**src/rtl/write_back_buffer_pkg.sv**
```systemverilog
// Shared types and constants for the write-back buffer: drain FSM states and
// the line-offset width used to reduce byte addresses to line addresses.
package write_back_buffer_pkg;

    typedef enum logic [1:0] {
        IDLE  = 2'd0,
        WRITE = 2'd1,
        GAP   = 2'd2
    } wbb_state_e;

    function automatic int unsigned line_offset_bits(input int unsigned data_width);
        return $clog2(data_width / 8);
    endfunction

    // Offset bits for the default 512-bit (64-byte) line.
    localparam int unsigned LINE_OFFSET_BITS = line_offset_bits(512);

endpackage

```
**src/rtl/wbb_fifo.sv**
```systemverilog
// Line storage for the write-back buffer: circular entries with valid bits and
// wrap-around pointers carrying one extra bit to tell full from empty.
module wbb_fifo
    import write_back_buffer_pkg::*;
#(
    parameter int unsigned AW    = 64,
    parameter int unsigned DW    = 512,
    parameter int unsigned DEPTH = 2
) (
    input  logic                           clk,
    input  logic                           arstn,
    input  logic                           push_i,
    input  logic [AW-1:0]                  push_addr_i,
    input  logic [DW-1:0]                  push_data_i,
    input  logic                           pop_i,
    output logic                           full_o,
    output logic                           empty_o,
    output logic [AW-1:0]                  head_addr_o,
    output logic [DW-1:0]                  head_data_o,
    output logic [$clog2(DEPTH)-1:0]       rd_idx_o,
    output logic [DEPTH-1:0]               valid_o,
    output logic [DEPTH-1:0][AW-1:0]       addr_o,
    output logic [DEPTH-1:0][DW-1:0]       data_o
);

    localparam int unsigned PW = $clog2(DEPTH);

    logic [PW:0]             wr_ptr_q, wr_ptr_d;
    logic [PW:0]             rd_ptr_q, rd_ptr_d;
    logic [DEPTH-1:0]        valid_q, valid_d;
    logic [DEPTH-1:0][AW-1:0] addr_q;
    logic [DEPTH-1:0][DW-1:0] data_q;

    logic [PW-1:0] wr_idx;
    logic [PW-1:0] rd_idx;
    logic          full;
    logic          empty;
    logic          push_ok;
    logic          pop_ok;

    assign wr_idx  = wr_ptr_q[PW-1:0];
    assign rd_idx  = rd_ptr_q[PW-1:0];
    assign empty   = (wr_ptr_q == rd_ptr_q);
    assign full    = (wr_ptr_q[PW] != rd_ptr_q[PW]) && (wr_idx == rd_idx);
    assign push_ok = push_i && !full;
    assign pop_ok  = pop_i && !empty;

    always_comb begin
        wr_ptr_d = wr_ptr_q;
        rd_ptr_d = rd_ptr_q;
        valid_d  = valid_q;
        if (pop_ok) begin
            valid_d[rd_idx] = 1'b0;
            rd_ptr_d        = rd_ptr_q + 1'b1;
        end
        if (push_ok) begin
            valid_d[wr_idx] = 1'b1;
            wr_ptr_d        = wr_ptr_q + 1'b1;
        end
    end

    always_ff @(posedge clk) begin
        if (!arstn) begin
            wr_ptr_q <= '0;
            rd_ptr_q <= '0;
            valid_q  <= '0;
        end else begin
            wr_ptr_q <= wr_ptr_d;
            rd_ptr_q <= rd_ptr_d;
            valid_q  <= valid_d;
        end
    end

    // Payload is only ever observed through valid bits, so it carries no reset.
    always_ff @(posedge clk) begin
        if (push_ok) begin
            addr_q[wr_idx] <= push_addr_i;
            data_q[wr_idx] <= push_data_i;
        end
    end

    assign full_o      = full;
    assign empty_o     = empty;
    assign head_addr_o = addr_q[rd_idx];
    assign head_data_o = data_q[rd_idx];
    assign rd_idx_o    = rd_idx;
    assign valid_o     = valid_q;
    assign addr_o      = addr_q;
    assign data_o      = data_q;

endmodule

```
**src/rtl/write_back_buffer.sv**
```systemverilog
// Write-back buffer between cache and AXI: queues evicted dirty lines, drains
// them one burst at a time and forwards buffered lines to pending refills.
//
// state | meaning
// IDLE  | no burst in flight; start one when an entry is held
// WRITE | head entry presented to AXI, waiting for the write response
// GAP   | one dead cycle after a response before the next burst
module write_back_buffer
    import write_back_buffer_pkg::*;
#(
    parameter int unsigned AXI_ADDR_WIDTH = 64,
    parameter int unsigned DATA_WIDTH     = 512,
    parameter int unsigned DEPTH          = 2
) (
    input  logic                      clk,
    input  logic                      arstn,
    input  logic                      i_wb_valid,
    input  logic [AXI_ADDR_WIDTH-1:0] i_wb_addr,
    input  logic [DATA_WIDTH-1:0]     i_wb_data,
    output logic                      o_wb_ready,
    input  logic [AXI_ADDR_WIDTH-1:0] i_lookup_addr,
    output logic                      o_fwd_hit,
    output logic [DATA_WIDTH-1:0]     o_fwd_data,
    output logic                      o_start_write_axi,
    output logic [AXI_ADDR_WIDTH-1:0] o_addr,
    output logic [DATA_WIDTH-1:0]     o_data_write_axi,
    input  logic                      i_b_resp_axi,
    output logic                      o_empty
);

    localparam int unsigned OFF = line_offset_bits(DATA_WIDTH);
    localparam int unsigned PW  = $clog2(DEPTH);
    localparam logic [AXI_ADDR_WIDTH-1:0] LINE_MASK =
        {{(AXI_ADDR_WIDTH - OFF){1'b1}}, {OFF{1'b0}}};

    wbb_state_e state_q, state_d;

    logic                                 fifo_push;
    logic                                 fifo_pop;
    logic                                 fifo_full;
    logic                                 fifo_empty;
    logic [AXI_ADDR_WIDTH-1:0]            head_addr;
    logic [DATA_WIDTH-1:0]                head_data;
    logic [PW-1:0]                        rd_idx;
    logic [DEPTH-1:0]                     ent_valid;
    logic [DEPTH-1:0][AXI_ADDR_WIDTH-1:0] ent_addr;
    logic [DEPTH-1:0][DATA_WIDTH-1:0]     ent_data;
    logic [PW-1:0]                        fwd_idx;

    wbb_fifo #(
        .AW    (AXI_ADDR_WIDTH),
        .DW    (DATA_WIDTH),
        .DEPTH (DEPTH)
    ) u_fifo (
        .clk         (clk),
        .arstn       (arstn),
        .push_i      (fifo_push),
        .push_addr_i (i_wb_addr),
        .push_data_i (i_wb_data),
        .pop_i       (fifo_pop),
        .full_o      (fifo_full),
        .empty_o     (fifo_empty),
        .head_addr_o (head_addr),
        .head_data_o (head_data),
        .rd_idx_o    (rd_idx),
        .valid_o     (ent_valid),
        .addr_o      (ent_addr),
        .data_o      (ent_data)
    );

    // Ready depends on registered fullness only, so a pop never frees a slot
    // for a push in the same cycle.
    assign o_wb_ready = !fifo_full;
    assign fifo_push  = i_wb_valid && o_wb_ready;
    assign o_empty    = fifo_empty;

    always_ff @(posedge clk) begin
        if (!arstn) begin
            state_q <= IDLE;
        end else begin
            state_q <= state_d;
        end
    end

    always_comb begin
        state_d = state_q;
        case (state_q)
            IDLE:    if (!fifo_empty) state_d = WRITE;
            WRITE:   if (i_b_resp_axi) state_d = GAP;
            GAP:     state_d = IDLE;
            default: state_d = IDLE;
        endcase
    end

    always_comb begin
        o_start_write_axi = 1'b0;
        o_addr            = '0;
        o_data_write_axi  = '0;
        fifo_pop          = 1'b0;
        if (state_q == WRITE) begin
            o_start_write_axi = 1'b1;
            o_addr            = head_addr;
            o_data_write_axi  = head_data;
            fifo_pop          = i_b_resp_axi;
        end
    end

    // Walk entries oldest to youngest so the last match is the youngest line.
    always_comb begin
        o_fwd_hit  = 1'b0;
        o_fwd_data = '0;
        fwd_idx    = '0;
        for (int j = 0; j < DEPTH; j++) begin
            fwd_idx = rd_idx + PW'(j);
            if (ent_valid[fwd_idx] &&
                ((ent_addr[fwd_idx] & LINE_MASK) == (i_lookup_addr & LINE_MASK))) begin
                o_fwd_hit  = 1'b1;
                o_fwd_data = ent_data[fwd_idx];
            end
        end
    end

endmodule

```
**config.mk**
```make
export PLATFORM = sky130hd
export DESIGN_NAME = write_back_buffer
export DESIGN_NICKNAME = d
export VERILOG_FILES = /design/src/rtl/write_back_buffer_pkg.sv /design/src/rtl/wbb_fifo.sv /design/src/rtl/write_back_buffer.sv
export SDC_FILE = /design/constraint.sdc
export NUM_CORES = 2
export LEC_CHECK = 0
export ABC_AREA = 1
export BUFFER_PORTS_ARGS = -buffer_cell sky130_fd_sc_hd__buf_2
export CAP_MARGIN = 20
export CORE_AREA = 3 3 674 676
export CTS_CLUSTER_DIAMETER = 40
export DETAILED_ROUTE_END_ITERATION = 10
export DIE_AREA = 0 0 677 679
export HOLD_SLACK_MARGIN = 0.03
export MAX_ROUTING_LAYER = met4
export PLACE_DENSITY = 0.42
export SYNTH_ARGS = -nofsm -noshare
export SYNTH_HDL_FRONTEND = slang
export SYNTH_HIERARCHICAL = 1
export SYNTH_SLANG_ARGS = --single-unit
```
**constraint.sdc**
```tcl
create_clock -name clk -period 14.3 [get_ports clk]
set_input_delay 2.86 -clock clk [delete_from_list [all_inputs] [get_ports clk]]
set_output_delay 2.86 -clock clk [all_outputs]
set_load 0.05 [all_outputs]
```
==> results.sh <==
export IMPL_status="finished clean"
export IMPL_finalPower_mw=13.4
export IMPL_worstHoldPathType="reg2reg"
export IMPL_power_density_nw_per_um2=138
export IMPL_synth_nets=11400
export IMPL_fp_coreArea_um2=449000
export IMPL_dpl_hpwl_mm=318
export IMPL_syn_area_um2=74000
export IMPL_worstPathCellList="buf_2 > inv_1 > nand2_1 > nand2_1 > nor2_1 > nand2_1 > nor2_1 > nand2_1 > nor2_4 > buf_12 > buf_12 > buf_4 > nand3_1 > nand2_1 > nand2_1 > inv_1 > buf_2"
export IMPL_ir_worst_vdd_uv=90.1
export IMPL_synth_warnings=6
export IMPL_ant_nets=0
export IMPL_io_buffers=1729
export IMPL_post_route_period_util_pct=71.1
export IMPL_crit_top_cell="nand2_1"
export IMPL_grt_overflow=0
export IMPL_max_freq_ghz=0.0983
export IMPL_fin_cells=18500
export IMPL_synth_ff_type="edfxtp_1"
export IMPL_root_buffer="clkbuf_16"
export IMPL_fillers=50900
export IMPL_ys_types=27
export IMPL_synthCells=10700
export IMPL_rsz0062_at_grt="no"
export IMPL_yosysTopAreaCell="edfxtp_1"
export IMPL_post_cts_resized=0
export IMPL_cts_htree_levels=5
export IMPL_cts_buffers=276
export IMPL_final_nets=12800
export IMPL_track_usage_pct=17.8
export IMPL_clkTransAtPathRegs_ns=0.04
export IMPL_ys_ff_latch=1160
export IMPL_p_leak_nw=51.7
export IMPL_crit_path_top_delay_cell="buf_4"
export IMPL_multi_input_area_um2=29200
export IMPL_critPathCaptureType="output pin"
export IMPL_tightest_slew_ns=1.09
export IMPL_cts_sinks=1160
export IMPL_remaining_drc_errors=0
export IMPL_cts_setup_buffers=0
export IMPL_slew_violations=0
export IMPL_synthTopCellsByCount="nand2_1 (4823), inv_1 (1698), edfxtp_1 (1152), o21ai_0 (1077), nor2_1 (650)"
export IMPL_wl_mm=419
export IMPL_areaGrowthSynthToFinish_pct=31.3
export IMPL_cap_violations=0
export IMPL_ios=1736
export IMPL_die_w_um=677
export IMPL_fp_dieH_um=679
export IMPL_gp_congestion=0.942
export IMPL_cts_tree="yes"
export IMPL_finalCriticalPeriod_ns=10.17
export IMPL_yosysSeqAreaShare_pct=47.0
export IMPL_synth_most_common_cell="nand2_1"
export IMPL_fin_tns_setup_ns=0
export IMPL_max_stage_delay_ns=0.59
export IMPL_drive_above_1_share_pct=18.2
export IMPL_required_ns=11.44
export IMPL_register_area_um2=34800
export IMPL_finalHoldViolCount=0
export IMPL_synth_top_area_share_pct=46.8
export IMPL_dp_cells=17800
export IMPL_routedWlPerCell_um=22.7
export IMPL_clockBufferDepth=4
export IMPL_crit_type="in2out"
export IMPL_dieArea_um2=460000
export IMPL_skew_ns=0.0246
export IMPL_num_rows=246
export IMPL_grt_pass1_vias=68100
export IMPL_avgSynthCellArea_um2=6.90
export IMPL_first_pass_iters=6
export IMPL_clock_latency_ns=0.87
export IMPL_grt_antenna_before_repair=260
export IMPL_start_util_pct=16.5
export IMPL_synthTopCellsByArea="edfxtp_1 (47%), nand2_1 (24%), inv_1 (8.6%), o21ai_0 (7.3%), nand3_1 (4.0%)"
export IMPL_grt_pass1_wl_mm=562
export IMPL_cp_start_kind="primary input"
export IMPL_placed_cell_area_um2=87600
export IMPL_drt_iter0_markers=6499
export IMPL_routed_via_density=4.09
export IMPL_vias=75500
export IMPL_synth_edf_count=1152
export IMPL_ctsHoldBuffers=0
export IMPL_cp_max_fo=103
export IMPL_final_area_um2=97100
export IMPL_setup_violations=0
export IMPL_slew_headroom_pct=27.1
export IMPL_async_reset_ff_share_pct=0
export IMPL_arrival_ns=7.31
export IMPL_grt_max_degree=201
## final cells by class
cell class | instances | share of cell area (%)
inverter | 1701 | 6.60
timing repair buffer | 1834 | 10.1
sequential | 1160 | 35.8
clock inverter | 184 | 2.16
multi-input combinational | 7181 | 30.1
antenna | 126 | 0.325
clock buffer | 313 | 7.30
tap | 5952 | 7.67
## metrics by stage
step | hold slack [ns] | setup slack [ns] | utilization, %
floorplan | 0.439 | 2.14 | -
global placement | 0.457 | 4.12 | 19.5
detailed placement | 0.461 | 4.19 | 19.5
CTS | 0.468 | 4.17 | 21.6
global route | 0.489 | 4.05 | 21.6
finish | 0.465 | 4.13 | 21.6
## logic make-up (layout without fill, tap and decap cells)
kind of cell	after synthesis	count (layout)	share of synthesized area, %
simple gates	6077	6077	31.9
flops	1160	1160	47.0
other cells	0	126	0
compound gates	1096	1096	7.45
xor+xnor	8	8	0.0947
buf+inv	2372	4032	13.6
## worst paths after layout
path,start,cells after the start,end,slack [ns]
worst min register to register,u_fifo/valid_o[1]$_SDFF_PN0_,2,u_fifo/valid_o[1]$_SDFF_PN0_,0.47
worst max register to register,u_fifo/rd_ptr_q[0]$_SDFFE_PN0N_,11,u_fifo/data_o[893]$_DFFE_PP_,9.12
worst min-delay path,u_fifo/valid_o[1]$_SDFF_PN0_,2,u_fifo/valid_o[1]$_SDFF_PN0_,0.47
worst max-delay path,i_lookup_addr[11],17,o_fwd_data[7],4.13
## metal layers
layer / track usage, % / share of wire [%] / vias up
li1: - / - / 36000
met1: 22.8 / 43 / 35800
met2: 28.0 / 46 / 2988
met3: 3.83 / 7.6 / 705
met4: 5.50 / 3.4 / 0
met5: - / 0 / -
## sequential cells by signal (all words and copies together) (netlist names)
signal,flops
state_q,2
u_fifo/addr_o,128
u_fifo/data_o,1024
u_fifo/rd_ptr_q,2
u_fifo/valid_o,2
u_fifo/wr_ptr_q,2
## power by group
group,total [mW],internal [mW],leakage (nW),switching (mW)
combinational,2.78,0.578,36.5,2.20
clock,6.33,4.17,4.44,2.17
sequential,4.25,4.10,10.8,0.157
## layout by cell type (no fill, tap or decap), types with 60 or more instances in the layout
cell,instances
buf_2,1729
buf_4,76
clkinv_1,60
o21ai_0,1077
clkbuf_16,278
edfxtp_1,1152
inv_1,1696
diode_2,126
nand3_1,590
nor2_1,650
nand2_1,4823
## critical path: cells and delay by family
kind | cells | cell delay (ns)
buffers and inverters | 7 | 1.92
and+or+nand+nor | 10 | 1.89
No activity file was read; power rests on OpenSTA's default activity.
